### src/rtl/lock_pkg.sv
// Shared types and defaults for the keypad combination-lock supervisor.
package lock_pkg;

  typedef enum logic [1:0] {
    StLocked   = 2'd0,
    StUnlocked = 2'd1,
    StProgram  = 2'd2,
    StLockout  = 2'd3
  } lock_state_e;

  localparam int unsigned DefDigitW  = 3;
  localparam int unsigned DefCodeLen = 3;
  localparam logic [DefDigitW*DefCodeLen-1:0] DefCode = {3'b101, 3'b011, 3'b101};

  function automatic int unsigned max3(input int unsigned a, input int unsigned b,
                                       input int unsigned c);
    int unsigned m;
    m = (a > b) ? a : b;
    return (m > c) ? m : c;
  endfunction

endpackage

### src/rtl/lock_supervisor_if.sv
// Keypad-side and actuator-side signals of the lock supervisor.
interface lock_supervisor_if #(
  parameter int unsigned DIGIT_W = 3,
  parameter int unsigned FAIL_W  = 2
);
  logic [DIGIT_W-1:0] X;
  logic               e;
  logic               lock_cmd;
  logic               prog;
  logic               L;
  logic               alarm;
  logic               prog_done;
  logic [FAIL_W-1:0]  fail_cnt;
  logic [1:0]         state;

  modport master (
    output X, e, lock_cmd, prog,
    input  L, alarm, prog_done, fail_cnt, state
  );

  modport slave (
    input  X, e, lock_cmd, prog,
    output L, alarm, prog_done, fail_cnt, state
  );
endinterface

### src/rtl/lock_timer.sv
// Loadable down-counter that saturates at zero; shared by all timed states.
module lock_timer #(
  parameter int unsigned W = 11
) (
  input  logic         clk,
  input  logic         rst,
  input  logic         load,
  input  logic [W-1:0] load_val,
  output logic [W-1:0] cnt,
  output logic         zero
);

  logic [W-1:0] cnt_q;

  always_ff @(posedge clk or posedge rst) begin
    if (rst) begin
      cnt_q <= '0;
    end else if (load) begin
      cnt_q <= load_val;
    end else if (cnt_q != '0) begin
      cnt_q <= cnt_q - W'(1);
    end
  end

  assign cnt  = cnt_q;
  assign zero = (cnt_q == '0);

endmodule

### src/rtl/lock_supervisor.sv
// Combination-lock sequencer: digit entry/compare, unlock with auto-relock, failure lockout
// with alarm, and code change while open.
module lock_supervisor
  import lock_pkg::*;
#(
  parameter int unsigned DIGIT_W      = DefDigitW,
  parameter int unsigned CODE_LEN     = DefCodeLen,
  parameter logic [DIGIT_W*CODE_LEN-1:0] DEFAULT_CODE = DefCode,
  parameter int unsigned MAX_FAILS    = 3,
  parameter int unsigned LOCKOUT_CYC  = 1024,
  parameter int unsigned RELOCK_CYC   = 256,
  parameter int unsigned ENTRY_TO_CYC = 64
) (
  input logic               clk,
  input logic               r,
  lock_supervisor_if.slave  bus
);

  localparam int unsigned CODE_W  = DIGIT_W * CODE_LEN;
  localparam int unsigned IDX_W   = $clog2(CODE_LEN);
  localparam int unsigned FAIL_W  = $clog2(MAX_FAILS + 1);
  localparam int unsigned TIMER_W = $clog2(max3(LOCKOUT_CYC, RELOCK_CYC, ENTRY_TO_CYC) + 1);

  localparam logic [IDX_W-1:0]   LastIdx   = IDX_W'(CODE_LEN - 1);
  localparam logic [FAIL_W-1:0]  MaxFails  = FAIL_W'(MAX_FAILS);
  localparam logic [TIMER_W-1:0] LockoutT  = TIMER_W'(LOCKOUT_CYC);
  localparam logic [TIMER_W-1:0] RelockT   = TIMER_W'(RELOCK_CYC);
  localparam logic [TIMER_W-1:0] EntryT    = TIMER_W'(ENTRY_TO_CYC);

  lock_state_e         state_q, state_d;
  logic [IDX_W-1:0]    idx_q, idx_d;
  logic                mismatch_q, mismatch_d;
  logic [FAIL_W-1:0]   fail_q, fail_d;
  logic [CODE_W-1:0]   code_q, code_d;
  logic [CODE_W-1:0]   shadow_q, shadow_d;
  logic                l_q, alarm_q, prog_done_q, prog_done_d;

  logic                t_load;
  logic [TIMER_W-1:0]  t_val;
  logic [TIMER_W-1:0]  t_cnt;
  logic                t_zero;
  logic                expire;
  logic                digit_ok;

  lock_timer #(
    .W (TIMER_W)
  ) u_timer (
    .clk      (clk),
    .rst      (r),
    .load     (t_load),
    .load_val (t_val),
    .cnt      (t_cnt),
    .zero     (t_zero)
  );

  // Expire on the edge where the counter reaches zero, so a load of N gives exactly N cycles.
  assign expire = t_zero | (t_cnt == TIMER_W'(1));

  // Digit 0 of a code lives in the MSBs.
  function automatic int unsigned digit_lsb(input logic [IDX_W-1:0] idx);
    return (CODE_LEN - 1 - int'(idx)) * DIGIT_W;
  endfunction

  assign digit_ok = (bus.X == code_q[digit_lsb(idx_q) +: DIGIT_W]);

  always_comb begin
    state_d     = state_q;
    idx_d       = idx_q;
    mismatch_d  = mismatch_q;
    fail_d      = fail_q;
    code_d      = code_q;
    shadow_d    = shadow_q;
    prog_done_d = 1'b0;
    t_load      = 1'b0;
    t_val       = '0;

    unique case (state_q)
      StLocked: begin
        if (bus.e) begin
          t_load = 1'b1;
          t_val  = EntryT;
          if (idx_q == LastIdx) begin
            idx_d      = '0;
            mismatch_d = 1'b0;
            if (!mismatch_q && digit_ok) begin
              state_d = StUnlocked;
              fail_d  = '0;
              t_val   = RelockT;
            end else begin
              if (fail_q != MaxFails) begin
                fail_d = fail_q + FAIL_W'(1);
              end
              if (fail_d == MaxFails) begin
                state_d = StLockout;
                t_val   = LockoutT;
              end
            end
          end else begin
            idx_d      = idx_q + IDX_W'(1);
            mismatch_d = mismatch_q | ~digit_ok;
          end
        end else if (idx_q != '0 && expire) begin
          // Abandoned partial entry: forgotten silently, not counted as a failure.
          idx_d      = '0;
          mismatch_d = 1'b0;
        end
      end

      StUnlocked: begin
        if (bus.lock_cmd || expire) begin
          state_d = StLocked;
          idx_d   = '0;
        end else if (bus.prog) begin
          state_d = StProgram;
          idx_d   = '0;
          t_load  = 1'b1;
          t_val   = EntryT;
        end
      end

      StProgram: begin
        if (bus.lock_cmd) begin
          state_d = StLocked;
          idx_d   = '0;
        end else if (bus.e) begin
          shadow_d[digit_lsb(idx_q) +: DIGIT_W] = bus.X;
          t_load = 1'b1;
          t_val  = EntryT;
          if (idx_q == LastIdx) begin
            code_d      = shadow_d;
            prog_done_d = 1'b1;
            state_d     = StUnlocked;
            idx_d       = '0;
            t_val       = RelockT;
          end else begin
            idx_d = idx_q + IDX_W'(1);
          end
        end else if (expire) begin
          state_d = StUnlocked;
          idx_d   = '0;
          t_load  = 1'b1;
          t_val   = RelockT;
        end
      end

      StLockout: begin
        if (expire) begin
          state_d    = StLocked;
          fail_d     = '0;
          idx_d      = '0;
          mismatch_d = 1'b0;
        end
      end

      default: state_d = StLocked;
    endcase
  end

  always_ff @(posedge clk or posedge r) begin
    if (r) begin
      state_q     <= StLocked;
      idx_q       <= '0;
      mismatch_q  <= 1'b0;
      fail_q      <= '0;
      code_q      <= DEFAULT_CODE;
      shadow_q    <= DEFAULT_CODE;
      l_q         <= 1'b0;
      alarm_q     <= 1'b0;
      prog_done_q <= 1'b0;
    end else begin
      state_q     <= state_d;
      idx_q       <= idx_d;
      mismatch_q  <= mismatch_d;
      fail_q      <= fail_d;
      code_q      <= code_d;
      shadow_q    <= shadow_d;
      l_q         <= (state_d == StUnlocked) || (state_d == StProgram);
      alarm_q     <= (state_d == StLockout);
      prog_done_q <= prog_done_d;
    end
  end

  assign bus.L         = l_q;
  assign bus.alarm     = alarm_q;
  assign bus.prog_done = prog_done_q;
  assign bus.fail_cnt  = fail_q;
  assign bus.state     = state_q;

endmodule

### src/flat_wrapper.sv
// flat-port wrapper written by rule: the top's interface ports become plain ports
module lock_supervisor_flat import lock_pkg::*;
#(
  parameter int unsigned DIGIT_W      = DefDigitW,
  parameter int unsigned CODE_LEN     = DefCodeLen,
  parameter logic [DIGIT_W*CODE_LEN-1:0] DEFAULT_CODE = DefCode,
  parameter int unsigned MAX_FAILS    = 3,
  parameter int unsigned LOCKOUT_CYC  = 1024,
  parameter int unsigned RELOCK_CYC   = 256,
  parameter int unsigned ENTRY_TO_CYC = 64
)
  (clk, r, bus_X, bus_e, bus_lock_cmd, bus_prog, bus_L, bus_alarm, bus_prog_done, bus_fail_cnt, bus_state);
  lock_supervisor_if #(.DIGIT_W(DIGIT_W), .FAIL_W(2)) bus_i ();
  input logic clk;
  input logic r;
  input wire logic [$bits(bus_i.X)-1:0] bus_X;
  input wire logic [$bits(bus_i.e)-1:0] bus_e;
  input wire logic [$bits(bus_i.lock_cmd)-1:0] bus_lock_cmd;
  input wire logic [$bits(bus_i.prog)-1:0] bus_prog;
  output wire logic [$bits(bus_i.L)-1:0] bus_L;
  output wire logic [$bits(bus_i.alarm)-1:0] bus_alarm;
  output wire logic [$bits(bus_i.prog_done)-1:0] bus_prog_done;
  output wire logic [$bits(bus_i.fail_cnt)-1:0] bus_fail_cnt;
  output wire logic [$bits(bus_i.state)-1:0] bus_state;
  assign bus_i.X = bus_X;
  assign bus_i.e = bus_e;
  assign bus_i.lock_cmd = bus_lock_cmd;
  assign bus_i.prog = bus_prog;
  assign bus_L = bus_i.L;
  assign bus_alarm = bus_i.alarm;
  assign bus_prog_done = bus_i.prog_done;
  assign bus_fail_cnt = bus_i.fail_cnt;
  assign bus_state = bus_i.state;
  lock_supervisor #(.DIGIT_W(DIGIT_W), .CODE_LEN(CODE_LEN), .DEFAULT_CODE(DEFAULT_CODE), .MAX_FAILS(MAX_FAILS), .LOCKOUT_CYC(LOCKOUT_CYC), .RELOCK_CYC(RELOCK_CYC), .ENTRY_TO_CYC(ENTRY_TO_CYC)) u_core (.clk(clk), .r(r), .bus(bus_i));
endmodule
### config.mk
export PLATFORM = sky130hd
export DESIGN_NAME = lock_supervisor_flat
export DESIGN_NICKNAME = d
export VERILOG_FILES = /design/src/rtl/lock_pkg.sv /design/src/rtl/lock_supervisor_if.sv /design/src/rtl/lock_timer.sv /design/src/rtl/lock_supervisor.sv /design/src/flat_wrapper.sv
export SDC_FILE = /design/constraint.sdc
export NUM_CORES = 1
export LEC_CHECK = 0
export ABC_CLOCK_PERIOD_IN_PS = 5100
export CAP_MARGIN = 20
export CORE_MARGIN = 1
export CORE_UTILIZATION = 50
export DETAILED_ROUTE_END_ITERATION = 8
export DONT_BUFFER_PORTS = 1
export MAX_ROUTING_LAYER = met4
export PLACE_DENSITY_LB_ADDON = 0.15
export SLEW_MARGIN = 5
export SYNTH_ARGS = -nofsm -noshare
export SYNTH_HDL_FRONTEND = slang
export SYNTH_SLANG_ARGS = --single-unit
### constraint.sdc
create_clock -name clk -period 5.1 [get_ports clk]
set_input_delay 1.02 -clock clk [delete_from_list [all_inputs] [get_ports clk]]
set_output_delay 1.02 -clock clk [all_outputs]
set_load 0.01 [all_outputs]
==> metrics.txt, run 1 <==
Post-synth EDFFs=0; power per cell area=between 500 and 600 mW/mm²; post-synthesis instance area=approximately 0.0026 mm²; # placed instances=348; Simple-Gate Fraction of Synth Area=0.240; Hold Path Cell Cnt=2; Core ar.=between 0.004 and 0.005 mm²; Hold Path Class=reg2reg; Total GRT Usage=0.225; routed via count=about 2,100; slowest CP cell=ha_1; drt via density=approximately 5.8; Post-Synth XOR/XNOR Area=0.0234; CP peak stage delay=0.75 ns; Cell Chain, Critical Path=inv_1 -> ha_1 -> inv_4 -> a221o_1 -> a21o_1 -> a2111oi_4 -> nand2b_1 -> a21boi_1 -> ha_1; met1 usage=0.333; post-synthesis cell type count=59; Die Y=approximately 74 µm; #FFs+latches synth=39; Leak=approximately 1.1 nW; drt total wl=approximately 5.4 mm; global-route wire length before repair=9.16 mm; Detail Placement HPWL=3.88 mm; max-cap viol count=0; TritonCTS clock tree=built; fin crit share=0.693; Nets=about 310; worst IR drop on VDD=between 0.0003 and 0.0004 V; DRC Markers=0; CP delay by family, top=compound AO/OA/AOI/OAI gates; initial antenna violation count=0; Synth Area in Compound Gates=0.188; gp weighted congestion=approximately 0.94; top_reg_cell synth=dfrtp_1; Worst EP arrival=between 3 and 4 ns; clk buf depth=2; Final Max Tran Viols=0; Crit path depth=9; io pins=15; Antenna Nets Post-Route=0; crit path kind=reg2reg; Post-synth ARST share=1.00; # setup viols final=0; fillers=461; non-filler cells, final=356; largest family of logic cells by synthesized area=simple AND/OR/NAND/NOR gates; Reg clk slew, reported paths=0.08 ns; fmax=283 MHz; worst-margin pin slew=roughly 0.63 ns; DRT Pass-1 Iters=4; proportion of synthesized area in mux cells=0.0573; layout cells sized above 1=0.135; Final Hold Fails=0; CTS Buf Count=5; Yosys warnings=0; DRT iter0 DRCs=about 120; status=complete, no violations; number of buffers added on ports=0; Worst Path Max Fanout=21; syn_area_per_cell=~8.8 µm²; Die Wd=roughly 74 µm; r2r worst-path depth=9; wire per inst=approximately 15 µm; met2 usage=0.308; CP Launch Type=register; Crit. End Element=register; clk sinks=39; synthesis-to-layout area growth=5.11%; largest net degree at the start of global routing=40; gr ovfl total=0; area of the die=~0.0055 mm²; Post-CTS Repair Setup Buffers=0; antenna diode count=0; Rel. slew slack=0.576; register area share after synthesis=0.378; Synth Area in Adders=0.0621; RSZ-0062 raised after global routing=no; Worst Skew=between 0.005 and 0.006 ns; # resized after CTS=0; Required @ worst endpoint=5.29 ns; Synth Instances=roughly 300; clock root buffer=clkbuf_8; min Tclk post-route=approximately 3.5 ns; syn nets=~320; GR Layer Usage met3=0.0366; vias in the first global route=about 1,800; Rows=25; CP Buf/Inv Count=2; hold buffer count at CTS=0; Fin Setup TNS=0 ns; Initial Util=0.537; CP dominant cell by count=ha_1; Skew-Pair Late Insertion Delay=approximately 0.30 ns; H-tree level count=2; busiest grt layer=met1
[final cells by class]
type	count	area [µm²]	area share
Tap cell	67	83.8	0.0305
Timing Repair Buffer	1	7.51	0.00273
Sequential cell	39	991	0.360
Clock buffer	6	82.6	0.0300
Inverter	15	58.8	0.0214
Clock inverter	2	35.0	0.0127
Multi-Input combinational cell	226	1490	0.543
[metal layers]
layer | wire (µm) | vias to the layer above
li1 | - | 1039
met1 | 2780 | 977
met2 | 2350 | 41
met3 | 217 | 8
met4 | 76 | 0
met5 | 0 | -
[sequential cells by signal (all words and copies together) (netlist names), 2 cells and up]
name and count:
u_core.bus.fail_cnt 2, u_core.bus.state 2, u_core.code_q 9, u_core.idx_q 2
u_core.shadow_q 9, u_core.u_timer.cnt 11
[stage by stage]
stage	power (W)	utilization	cell area, µm²	setup slack (ns)	hold WS [ns]
final	0.00165	0.564	2750	1.56	0.483
after global routing	0.00179	0.564	2750	1.33	0.499
after CTS	0.00165	0.564	2750	1.60	0.485
after global placement	0.00137	0.540	2640	1.66	0.461
after detailed placement	0.00138	0.540	2640	1.58	0.469
after floorplan	0.00123	-	2620	2.22	0.441
[cells by family after synthesis]
family                     count (synthesis)
adders and majority gates                 13
buffers and inverters                     31
muxes                                     14
AOI/OAI and AO/OA                         74
xor gates and xnor gates                   7
DFF                                       39
and+or+nand+nor                          118
[path summary, 6_finish.rpt]
path | start | to | slack, ns
worst min register to register | u_core.shadow_q[5] | u_core.shadow_q[5] | 0.48
max in group asynchronous | r | u_core.code_q[4] | 4.01
worst max-delay path | u_core.idx_q[0] | u_core.bus.L | 1.56
worst max register to register | u_core.idx_q[0] | u_core.bus.L | 1.56
worst min-delay path | u_core.shadow_q[5] | u_core.shadow_q[5] | 0.48
min in group asynchronous | r | u_core.bus.prog_done | 0.72
[power breakdown]
group	internal (W)	total, W	switching (W)
combinational	0.000335	0.000805	0.000470
clock	0.000158	0.000274	0.000115
sequential	0.000443	0.000572	0.000129
[cell usage in the layout, fill, tap and decap left out, drive strengths merged, types with 8 or more instances in the layout]
master  instances
a21oi          15
ha             13
nor2           29
o21ai          24
nor2b           8
nand3          14
nand2          30
inv            15
mux2            8
dfrtp          27
dfstp          12
[cell usage after synthesis, types with 3 or more instances]
cell	count	area share
nand2_1	30	0.043
nor2_1	28	0.040
dfrtp_1	27	0.26
o21ai_0	22	0.042
a21oi_1	15	0.029
inv_1	14	0.020
ha_1	13	0.062
nand3_1	13	0.025
dfstp_2	12	0.12
clkbuf_1	9	0.013
nor2b_1	8	0.019
mux2_2	7	0.030
a31oi_1	6	0.014
buf_2	6	0.011
mux2i_1	6	0.023
nand4_1	6	0.014
nand2b_1	5	0.012
xor2_1	5	0.017
a22o_1	4	0.013
nand3b_1	4	0.011
nor3_1	4	0.0076
a211oi_1	3	0.0086
nor3b_1	3	0.0086
o22ai_1	3	0.0072
[worst register-to-register path: stages, from the launching register on]
cell	delay, ns
dfrtp_1	0.73
inv_1	0.20
ha_1	0.75
inv_4	0.11
a221o_1	0.41
a21o_1	0.21
a2111oi_4	0.40
nand2b_1	0.17
a21boi_1	0.17
ha_1	0.27
(Power assumes the default switching activity.)
==> inputs of run 2 (changes only) <==
--- a/config.mk
+++ b/config.mk
@@ -5,7 +5,7 @@
 export SDC_FILE = /design/constraint.sdc
 export NUM_CORES = 1
 export LEC_CHECK = 0
-export ABC_CLOCK_PERIOD_IN_PS = 5100
+export ABC_CLOCK_PERIOD_IN_PS = 3500
 export CAP_MARGIN = 20
 export CORE_MARGIN = 1
 export CORE_UTILIZATION = 50
==> constraint.sdc (replaced) <==
create_clock -name clk -period 3.5 [get_ports clk]
set_input_delay 0.7 -clock clk [delete_from_list [all_inputs] [get_ports clk]]
set_output_delay 0.7 -clock clk [all_outputs]
set_load 0.01 [all_outputs]
==> metrics.txt, run 2 (synthesis gave the netlist of run 1 again) <==
synthesis-to-layout area growth=6.83%; worst-margin pin slew=roughly 0.77 ns; top sig layer=met4; Die Wd=between 70 and 80 µm; initial antenna violation count=0; CP dominant cell by count=ha_1; commonest non-fill, non-tap cell in the layout=nand2_1; Rows=25; crit path kind=reg2reg; Required @ worst endpoint=3.69 ns; status=complete, no violations; wire per inst=between 15 and 20 µm; gr ovfl total=0; Worst Path Max Fanout=20; clock root buffer=clkbuf_8; Worst EP arrival=between 3 and 4 ns; DRC Markers=0; metal2 WL=2.61 mm; reg2reg setup slack=0.39 ns; Reg clk slew, reported paths=around 0.080 ns; vias in the first global route=1,922; RSZ-0062 raised after global routing=no; CP Buf/Inv Count=2; CTS Buf Count=5; Antenna Nets Post-Route=0; min Tclk post-route=3.11 ns; Final Max Tran Viols=0; number of buffers added on ports=0; M1 wire length=between 2 and 3 mm; slowest CP cell=ha_1; Leak=between 1 and 1.5 nW; Crit path depth=9; Worst Skew=a little under 0.009 ns; DRT iter0 DRCs=between 150 and 200; TritonCTS clock tree=built; largest net degree at the start of global routing=21; fmax=approximately 320 MHz; drt via density=approximately 5.8; global-route wire length before repair=approximately 9.7 mm; io pins=15; # resized after CTS=0; fin crit share=0.889; hold buffer count at CTS=0; Multi-input gate area=~0.0015 mm²; drt total wl=~5.8 mm; crit path to=u_core.bus.L; worst IR drop on VDD=around 0.00056 V; CP Launch Type=register; CP peak stage delay=0.69 ns; hold_ws=about 0.43 ns; gp weighted congestion=just under 1; H-tree level count=2; Total GRT Usage=0.241; antenna diode count=0; Cell Chain, Critical Path=inv_1 -> ha_1 -> inv_4 -> a221o_1 -> a21o_1 -> a2111oi_4 -> nand2b_1 -> a21boi_1 -> ha_1; Final Hold Fails=0; sequential cell area=a little under 0.001 mm²; Initial Util=0.537; Fin Setup TNS=0 ns; clk buf depth=2; CP delay by family, top=compound AO/OA/AOI/OAI gates; worst r2r src=u_core.idx_q[1]; Skew-Pair Late Insertion Delay=approximately 0.3 ns; Die Y=roughly 74 µm; Core ar.=between 0.004 and 0.005 mm²; max FFs per register=11; # setup viols final=0; fillers=roughly 460; max-cap viol count=0; commonest non-fill, non-tap cells in the layout=30 x nand2_1, 28 x nor2_1, 27 x dfrtp_1; Hold Path Class=in2async; metal3 WL=about 290 µm; reg2reg end=u_core.bus.L; routed via count=2,087; area of the die=approximately 0.0055 mm²; Post-CTS Repair Setup Buffers=0; r2r worst-path depth=9; DRT Pass-1 Iters=4; layout cells sized above 1=0.143; power per cell area=about 890 mW/mm²; Detail Placement HPWL=between 4 and 5 mm; Crit. End Element=register; Nets=between 300 and 400; Rel. slew slack=0.484; clk sinks=39; Worst setup startpoint=u_core.idx_q[1]
-- run 2: cell type report --
cell class | count | share of cell area
inverters | 15 | 0.0210
multi-input cells | 226 | 0.534
repair buffers | 5 | 0.0134
clock inverters | 2 | 0.0215
well taps | 67 | 0.0300
flip-flops and latches | 39 | 0.354
clock buffers | 6 | 0.0259
-- run 2: stage by stage --
step | area, µm² | utilization | worst slack [ns] | std cells | total power (W)
5_1_grt | 2800 | 0.573 | 0.223 | 360 | 0.00268
4_1_cts | 2800 | 0.573 | 0.389 | 360 | 0.00249
3_3_place_gp | 2670 | 0.546 | 0.524 | 352 | 0.00200
2_1_floorplan | 2620 | - | 0.620 | 296 | 0.00179
3_5_place_dp | 2670 | 0.546 | 0.419 | 352 | 0.00203
6_report | 2800 | 0.573 | 0.390 | 360 | 0.00249
-- run 2: power by group --
group / switching (W) / total, W / leakage [nW] / internal [W]
clock network: 0.000165 / 0.000450 / 0.0654 / 0.000285
registers: 0.000167 / 0.000812 / 0.469 / 0.000646
logic: 0.000729 / 0.00123 / 0.639 / 0.000500
total: 0.00106 / 0.00249 / 1.17 / 0.00143
-- run 2: per-layer routing --
layer | GRT usage | up-vias
met5 | - | -
met4 | 0.0650 | 0
met3 | 0.0447 | 6
met2 | 0.343 | 60
met1 | 0.350 | 980
li1 | - | 1041
-- run 2: worst min path at each step --
stage                  startpoint            endpoint  slack (ns)
6_report                        r   u_core.mismatch_q        0.43
5_1_grt                         r   u_core.mismatch_q        0.51
4_1_cts                         r   u_core.mismatch_q        0.46
3_5_place_dp   u_core.shadow_q[5]  u_core.shadow_q[5]        0.47
3_3_place_gp   u_core.shadow_q[5]  u_core.shadow_q[5]        0.46
2_1_floorplan    u_core.code_q[1]    u_core.code_q[1]        0.44
==> inputs of run 3 (changes only) <==
--- a/config.mk
+++ b/config.mk
@@ -17,3 +17,4 @@
 export SYNTH_ARGS = -nofsm -noshare
 export SYNTH_HDL_FRONTEND = slang
 export SYNTH_SLANG_ARGS = --single-unit
+export TNS_END_PERCENT = 30
==> results of run 3 <==
No change in the layout: final DEF, timing and power equal those of run 2.
